**src/rtl/bus_sequencer.sv**
```systemverilog
// Bus-side control sequencer: steps fetch (F0-F3) and execute (E0-E3) and decodes the bus strobes.
// Optional single-step gating is enabled by defining BUS_SEQUENCER_STEP_EN (adds the step input).
module bus_sequencer #(
  parameter int MEM_TIMEOUT = 15
) (
  input  logic        clock,
  input  logic        clear,
`ifdef BUS_SEQUENCER_STEP_EN
  input  logic        step,
`endif
  input  logic        run,
  input  logic        mem_ready,
  input  logic [31:0] ir,
  output logic        PCout,
  output logic        IncPC,
  output logic        PCin,
  output logic        MARin,
  output logic        Read,
  output logic        MDRin,
  output logic        MDRout,
  output logic        IRin,
  output logic        Yin,
  output logic        Zin,
  output logic        Zlowout,
  output logic        Zhighout,
  output logic        HIin,
  output logic        LOin,
  output logic [15:0] Rout,
  output logic [15:0] Rin,
  output logic [4:0]  alu_op,
  output logic        busy,
  output logic        done,
  output logic        illegal,
  output logic        mem_err
);

  typedef enum logic [3:0] {
    S_IDLE, S_F0, S_F1, S_F2, S_F3, S_E0, S_E1, S_E2, S_E3
  } state_e;

  typedef enum logic [1:0] {C_ALU3, C_MULDIV, C_UNARY, C_ILL} class_e;

  // The counter only ever holds 0..MEM_TIMEOUT-1 before the abort fires.
  localparam int CNT_W = (MEM_TIMEOUT > 1) ? $clog2(MEM_TIMEOUT) : 1;
  localparam logic [CNT_W-1:0] TO_LAST = CNT_W'((MEM_TIMEOUT > 0) ? MEM_TIMEOUT - 1 : 0);

  state_e           state_q, state_d;
  logic [CNT_W-1:0] cnt_q, cnt_d;
  class_e           cls;
  logic             adv;
  logic             timeout_hit;
  logic [4:0]       opcode;
  logic [15:0]      sel_ra, sel_rb, sel_rc;
  logic             unused_ir;

`ifdef BUS_SEQUENCER_STEP_EN
  assign adv = step;
`else
  assign adv = 1'b1;
`endif

  assign opcode    = ir[31:27];
  assign sel_ra    = 16'h0001 << ir[26:23];
  assign sel_rb    = 16'h0001 << ir[22:19];
  assign sel_rc    = 16'h0001 << ir[18:15];
  assign unused_ir = ^ir[14:0];

  assign timeout_hit = (MEM_TIMEOUT != 0) && (state_q == S_F2) && !mem_ready && (cnt_q == TO_LAST);

  always_comb begin
    case (opcode)
      5'd3, 5'd4, 5'd5, 5'd6, 5'd7, 5'd8, 5'd9, 5'd10, 5'd11: cls = C_ALU3;
      5'd15, 5'd16:                                           cls = C_MULDIV;
      5'd17, 5'd18:                                           cls = C_UNARY;
      default:                                                cls = C_ILL;
    endcase
  end

  // NOTE: every output gets a default before the case, so no path leaves one unassigned (no latch).
  always_comb begin
    PCout = 1'b0; IncPC = 1'b0; PCin = 1'b0; MARin = 1'b0;
    Read = 1'b0; MDRin = 1'b0; MDRout = 1'b0; IRin = 1'b0;
    Yin = 1'b0; Zin = 1'b0; Zlowout = 1'b0; Zhighout = 1'b0;
    HIin = 1'b0; LOin = 1'b0; Rout = '0; Rin = '0; alu_op = '0;
    done = 1'b0; illegal = 1'b0; mem_err = 1'b0;
    busy = (state_q != S_IDLE);
    if (adv) begin
      case (state_q)
        S_F0: begin PCout = 1'b1; MARin = 1'b1; IncPC = 1'b1; Zin = 1'b1; end
        S_F1: begin Zlowout = 1'b1; PCin = 1'b1; Read = 1'b1; end
        S_F2: begin Read = 1'b1; MDRin = mem_ready; mem_err = timeout_hit; end
        S_F3: begin MDRout = 1'b1; IRin = 1'b1; end
        S_E0: begin
          case (cls)
            C_ALU3:   begin Rout = sel_rb; Yin = 1'b1; end
            C_MULDIV: begin Rout = sel_ra; Yin = 1'b1; end
            C_UNARY:  begin Rout = sel_rb; Zin = 1'b1; alu_op = opcode; end
            default:  illegal = 1'b1;
          endcase
        end
        S_E1: begin
          case (cls)
            C_ALU3:   begin Rout = sel_rc; Zin = 1'b1; alu_op = opcode; end
            C_MULDIV: begin Rout = sel_rb; Zin = 1'b1; alu_op = opcode; end
            C_UNARY:  begin Zlowout = 1'b1; Rin = sel_ra; done = 1'b1; end
            default:  ;
          endcase
        end
        S_E2: begin
          case (cls)
            C_ALU3:   begin Zlowout = 1'b1; Rin = sel_ra; done = 1'b1; end
            C_MULDIV: begin Zlowout = 1'b1; LOin = 1'b1; end
            default:  ;
          endcase
        end
        S_E3: begin Zhighout = 1'b1; HIin = 1'b1; done = 1'b1; end
        default: ;
      endcase
    end
  end

  always_comb begin
    state_d = state_q;
    cnt_d   = cnt_q;
    if (adv) begin
      case (state_q)
        S_IDLE: if (run) state_d = S_F0;
        S_F0:   state_d = S_F1;
        S_F1:   begin state_d = S_F2; cnt_d = '0; end
        S_F2: begin
          if (mem_ready) begin
            state_d = S_F3;
            cnt_d   = '0;
          end else if (timeout_hit) begin
            state_d = S_IDLE;
            cnt_d   = '0;
          end else begin
            cnt_d = cnt_q + CNT_W'(1);
          end
        end
        S_F3:   state_d = S_E0;
        S_E0:   state_d = S_E1;
        S_E1:   state_d = S_E2;
        S_E2:   state_d = S_E3;
        default: state_d = S_IDLE;
      endcase
      // The final cycle of any instruction chains straight into the next fetch while run is high.
      if (done || illegal) state_d = run ? S_F0 : S_IDLE;
    end
  end

  // NOTE: sequential state uses non-blocking assignments so every register samples pre-edge values.
  always_ff @(posedge clock or posedge clear) begin
    if (clear) begin
      state_q <= S_IDLE;
      cnt_q   <= '0;
    end else begin
      state_q <= state_d;
      cnt_q   <= cnt_d;
    end
  end

endmodule

```
**config.mk**
```make
export PLATFORM = sky130hd
export DESIGN_NAME = bus_sequencer
export DESIGN_NICKNAME = d
export VERILOG_FILES = /design/src/rtl/bus_sequencer.sv
export SDC_FILE = /design/constraint.sdc
export NUM_CORES = 1
export LEC_CHECK = 0
export ABC_CLOCK_PERIOD_IN_PS = 3300
export BUFFER_PORTS_ARGS = -buffer_cell sky130_fd_sc_hd__buf_4
export CORE_ASPECT_RATIO = 1.2
export CORE_MARGIN = 3
export CORE_UTILIZATION = 44
export DETAILED_ROUTE_END_ITERATION = 16
export GPL_TIMING_DRIVEN = 0
export PLACE_DENSITY = 0.87
export SYNTH_ARGS = -nofsm -noshare
export SYNTH_HDL_FRONTEND = slang
export SYNTH_SLANG_ARGS = --single-unit
```
**constraint.sdc**
```tcl
create_clock -name clock -period 3.3 [get_ports clock]
set_input_delay 0.66 -clock clock [delete_from_list [all_inputs] [get_ports clock]]
set_output_delay 0.66 -clock clock [all_outputs]
set_load 0.005 [all_outputs]
```
==> flow_metrics.env <==
export IMPL_syn_area_um2=1451
export IMPL_synth_compound_area_share=0.2716
export IMPL_fin_nets=343
export IMPL_synth_area_mux_share=0.01379
export IMPL_syn2layout_area_growth_pct=44.57
export IMPL_cts_tree="done"
export IMPL_drtPass1Iterations=5
export IMPL_die_h_um=68.92
export IMPL_fp_coreArea_um2=3110
export IMPL_clock_path_buffers=2
export IMPL_drive_gt1_frac=0.3090
export IMPL_synth_simple_area_share=0.4526
export IMPL_ys_top_cells_by_area="dfrtp_1, nand2_1, nor3_1, nand2b_1, o221ai_1"
export IMPL_cp_arrival_ns=2.51
export IMPL_critPathCaptureType="output pin"
export IMPL_ys_warn_count=0
export IMPL_numCtsBuffers=3
export IMPL_fin_worst_skew_ns=0.001461
export IMPL_route_detailed_drc=0
export IMPL_die_w_um=58.43
export IMPL_slew_headroom=0.6666
export IMPL_min_period_ns=3.170
export IMPL_track_usage=0.2347
export IMPL_grt_pass1_wl_mm=7.679
export IMPL_synth_adder_area_share=0.03448
export IMPL_postCtsSetupBuffers=0
export IMPL_tightest_slew_ns=0.4982
export IMPL_htreeDepth=1
export IMPL_start_util=0.4666
export IMPL_synth_top_flop_cell="dfrtp_1"
export IMPL_leakage_uw=0.0009269
export IMPL_gr_usage_met2=0.4288
export IMPL_std_cell_rows=22
export IMPL_viasPerCell=5.964
export IMPL_grt_overflow_total=0
export IMPL_ctsHoldBuffers=0
export IMPL_seq_area_frac_synth=0.1379
export IMPL_power_uw=743.4
export IMPL_synth_area_per_cell_um2=6.451
export IMPL_synth_xor_area_frac=0.006034
export IMPL_synth_nets=265
export IMPL_wl_per_cell_um=14.74
export IMPL_synthArstFlopShare=1.000
export IMPL_grtUsageMet3=0.01676
export IMPL_ys_top_cells_by_count="nand2_1, nor2_1, nor3_1"
export IMPL_cp_max_fo=10
export IMPL_netlist_instances=225
export IMPL_r2r_end="state_q[2]"
export IMPL_period_share=0.9606
export IMPL_maxCapViolations=0
export IMPL_ant_nets=0
export IMPL_p_per_area_nw_per_um2=354.3
export IMPL_gp_congestion=0.9449
export IMPL_io_pins=91
export IMPL_reg2reg_depth=7
export IMPL_clkSinkCount=8
export IMPL_synthDistinctLibCells=43
export IMPL_clkTransAtPathRegs_ns=0.05
export IMPL_synth_seq_cells=8
export IMPL_start_kind="primary input"
export IMPL_slew_violations=0
export IMPL_status="completed"
export IMPL_ctsRootBufferMaster="clkbuf_4"
export IMPL_rsz0062_at_grt="no"
export IMPL_setup_tns_ns=0
export IMPL_synth_top_family_by_area="simple AND/OR/NAND/NOR gates"
export IMPL_grt_pass1_vias=1757
export IMPL_grt_max_degree=11
export IMPL_setup_violations=0
export IMPL_place_hpwl_mm=3.842
export IMPL_crit_type="primary input to output pin"
export IMPL_antenna_cells=0
export IMPL_yosysTopAreaCell="dfrtp_1"
export IMPL_ir_drop_mv=0.3543
export IMPL_design_die_area_um2=4027
export IMPL_yosysTopAreaCellShare=0.1379
export IMPL_grt_busiest_layer="met2"
export IMPL_synth_edff_count=0
export IMPL_rrSetupSlack_ns=1.13
export IMPL_finalWirelength_mm=4.967
export IMPL_use_met1=0.2912
export IMPL_yosysMostFrequentCell="nand2_1"
export IMPL_hp_class="primary input to asynchronous set/reset pin"
export IMPL_drt_initial_drc_count=178
export IMPL_finalHoldViolCount=0
export IMPL_vias=2010
export IMPL_max_freq_mhz=315.5
export IMPL_clk_latency_ns=0.25
export IMPL_r2r_start="state_q[3]"
export IMPL_antenna_found_initial=0
export IMPL_port_buffers=73
export IMPL_required_ns=2.64
## per-stage QoR
stage	cell area, um2	hold WS, ns	utilization	std cells	setup slack (ns)
after floorplan	1451	0.4757	-	225	0.3800
after global placement	2044	0.5096	0.6573	334	0.04498
after detailed placement	2044	0.5342	0.6573	334	0.02994
after CTS	2067	0.3697	0.6645	337	0.03626
after global routing	2098	0.3778	0.6746	337	0.01696
final	2098	0.3557	0.6746	337	0.1299
## sequential cells by signal (all words and copies together), names as in the netlist
register / count
cnt_q: 4
state_q: 4
## cells in the final DEF (no fill, tap or decap), drive strengths merged, types with 5 or more instances in the layout
| cell type | Yosys | layout |
|---|---|---|
| a21oi | 8 | 8 |
| a22oi | 5 | 5 |
| buf | 8 | 81 |
| clkbuf | 8 | 11 |
| dfrtp | 8 | 8 |
| inv | 8 | 8 |
| nand2 | 34 | 34 |
| nand2b | 14 | 14 |
| nor2 | 20 | 20 |
| nor2b | 8 | 8 |
| nor3 | 19 | 19 |
| nor4 | 6 | 6 |
| o21ai | 17 | 17 |
| o221ai | 10 | 10 |
| o22ai | 10 | 10 |
| or2 | 5 | 5 |
## critical path, stage by stage
cell       delay [ns]
buf_4            0.09
inv_1            0.05
ha_1             0.18
nand4bb_1        0.14
a21boi_4         0.26
nand2_4          0.12
mux2i_1          0.17
or2_1            0.25
buf_6            0.14
buf_6            0.13
nor3_1           0.18
buf_4            0.14
## worst max-delay path by stage
stage	from	end	slack [ns]	depth (start not counted)
3_3_place_gp	ir[27]	Rin[12]	0.04	12
2_1_floorplan	ir[27]	Rin[12]	0.38	10
5_1_grt	ir[27]	Rin[2]	0.02	12
4_1_cts	ir[27]	Rin[3]	0.04	12
3_5_place_dp	ir[27]	Rin[3]	0.03	12
6_report	ir[27]	Rin[13]	0.13	12
## timing repair
item / in CTS / in global routing
resized for setup: 0 / 6
hold endpoints to repair: 0 / 0
endpoints found under the setup margin: 0 / 26
## power by group
| group | switching [uW] | internal, uW |
|---|---|---|
| Combinational | 288 | 234 |
| Clock | 31.8 | 41.5 |
| Sequential | 22.3 | 127 |
## per-layer routing
metal | up-vias | wire length [um]
met2 | 124 | 2467
met4 | 0 | 58
met5 | - | 0
li1 | 976 | -
met1 | 902 | 1963
met3 | 8 | 477
## area by class of cell
cell class,instances,area (um2)
multi-input cells,193,1161
fillers,293,1012
repair buffers,73,548.0
flip-flops and latches,8,200.2
plain buffers,16,91.34
well taps,36,45.04
inverters,8,30.03
clock buffers,3,22.52
## cells by family after synthesis
| family | after synthesis |
|---|---|
| adder cells (fa/ha/maj) | 4 |
| buffers and inverters | 24 |
| flip-flops | 8 |
| multiplexers | 2 |
| AO/OA/AOI/OAI | 60 |
| AND/OR/NAND/NOR | 126 |
| XOR/XNOR | 1 |
(Power assumes the default switching activity.)
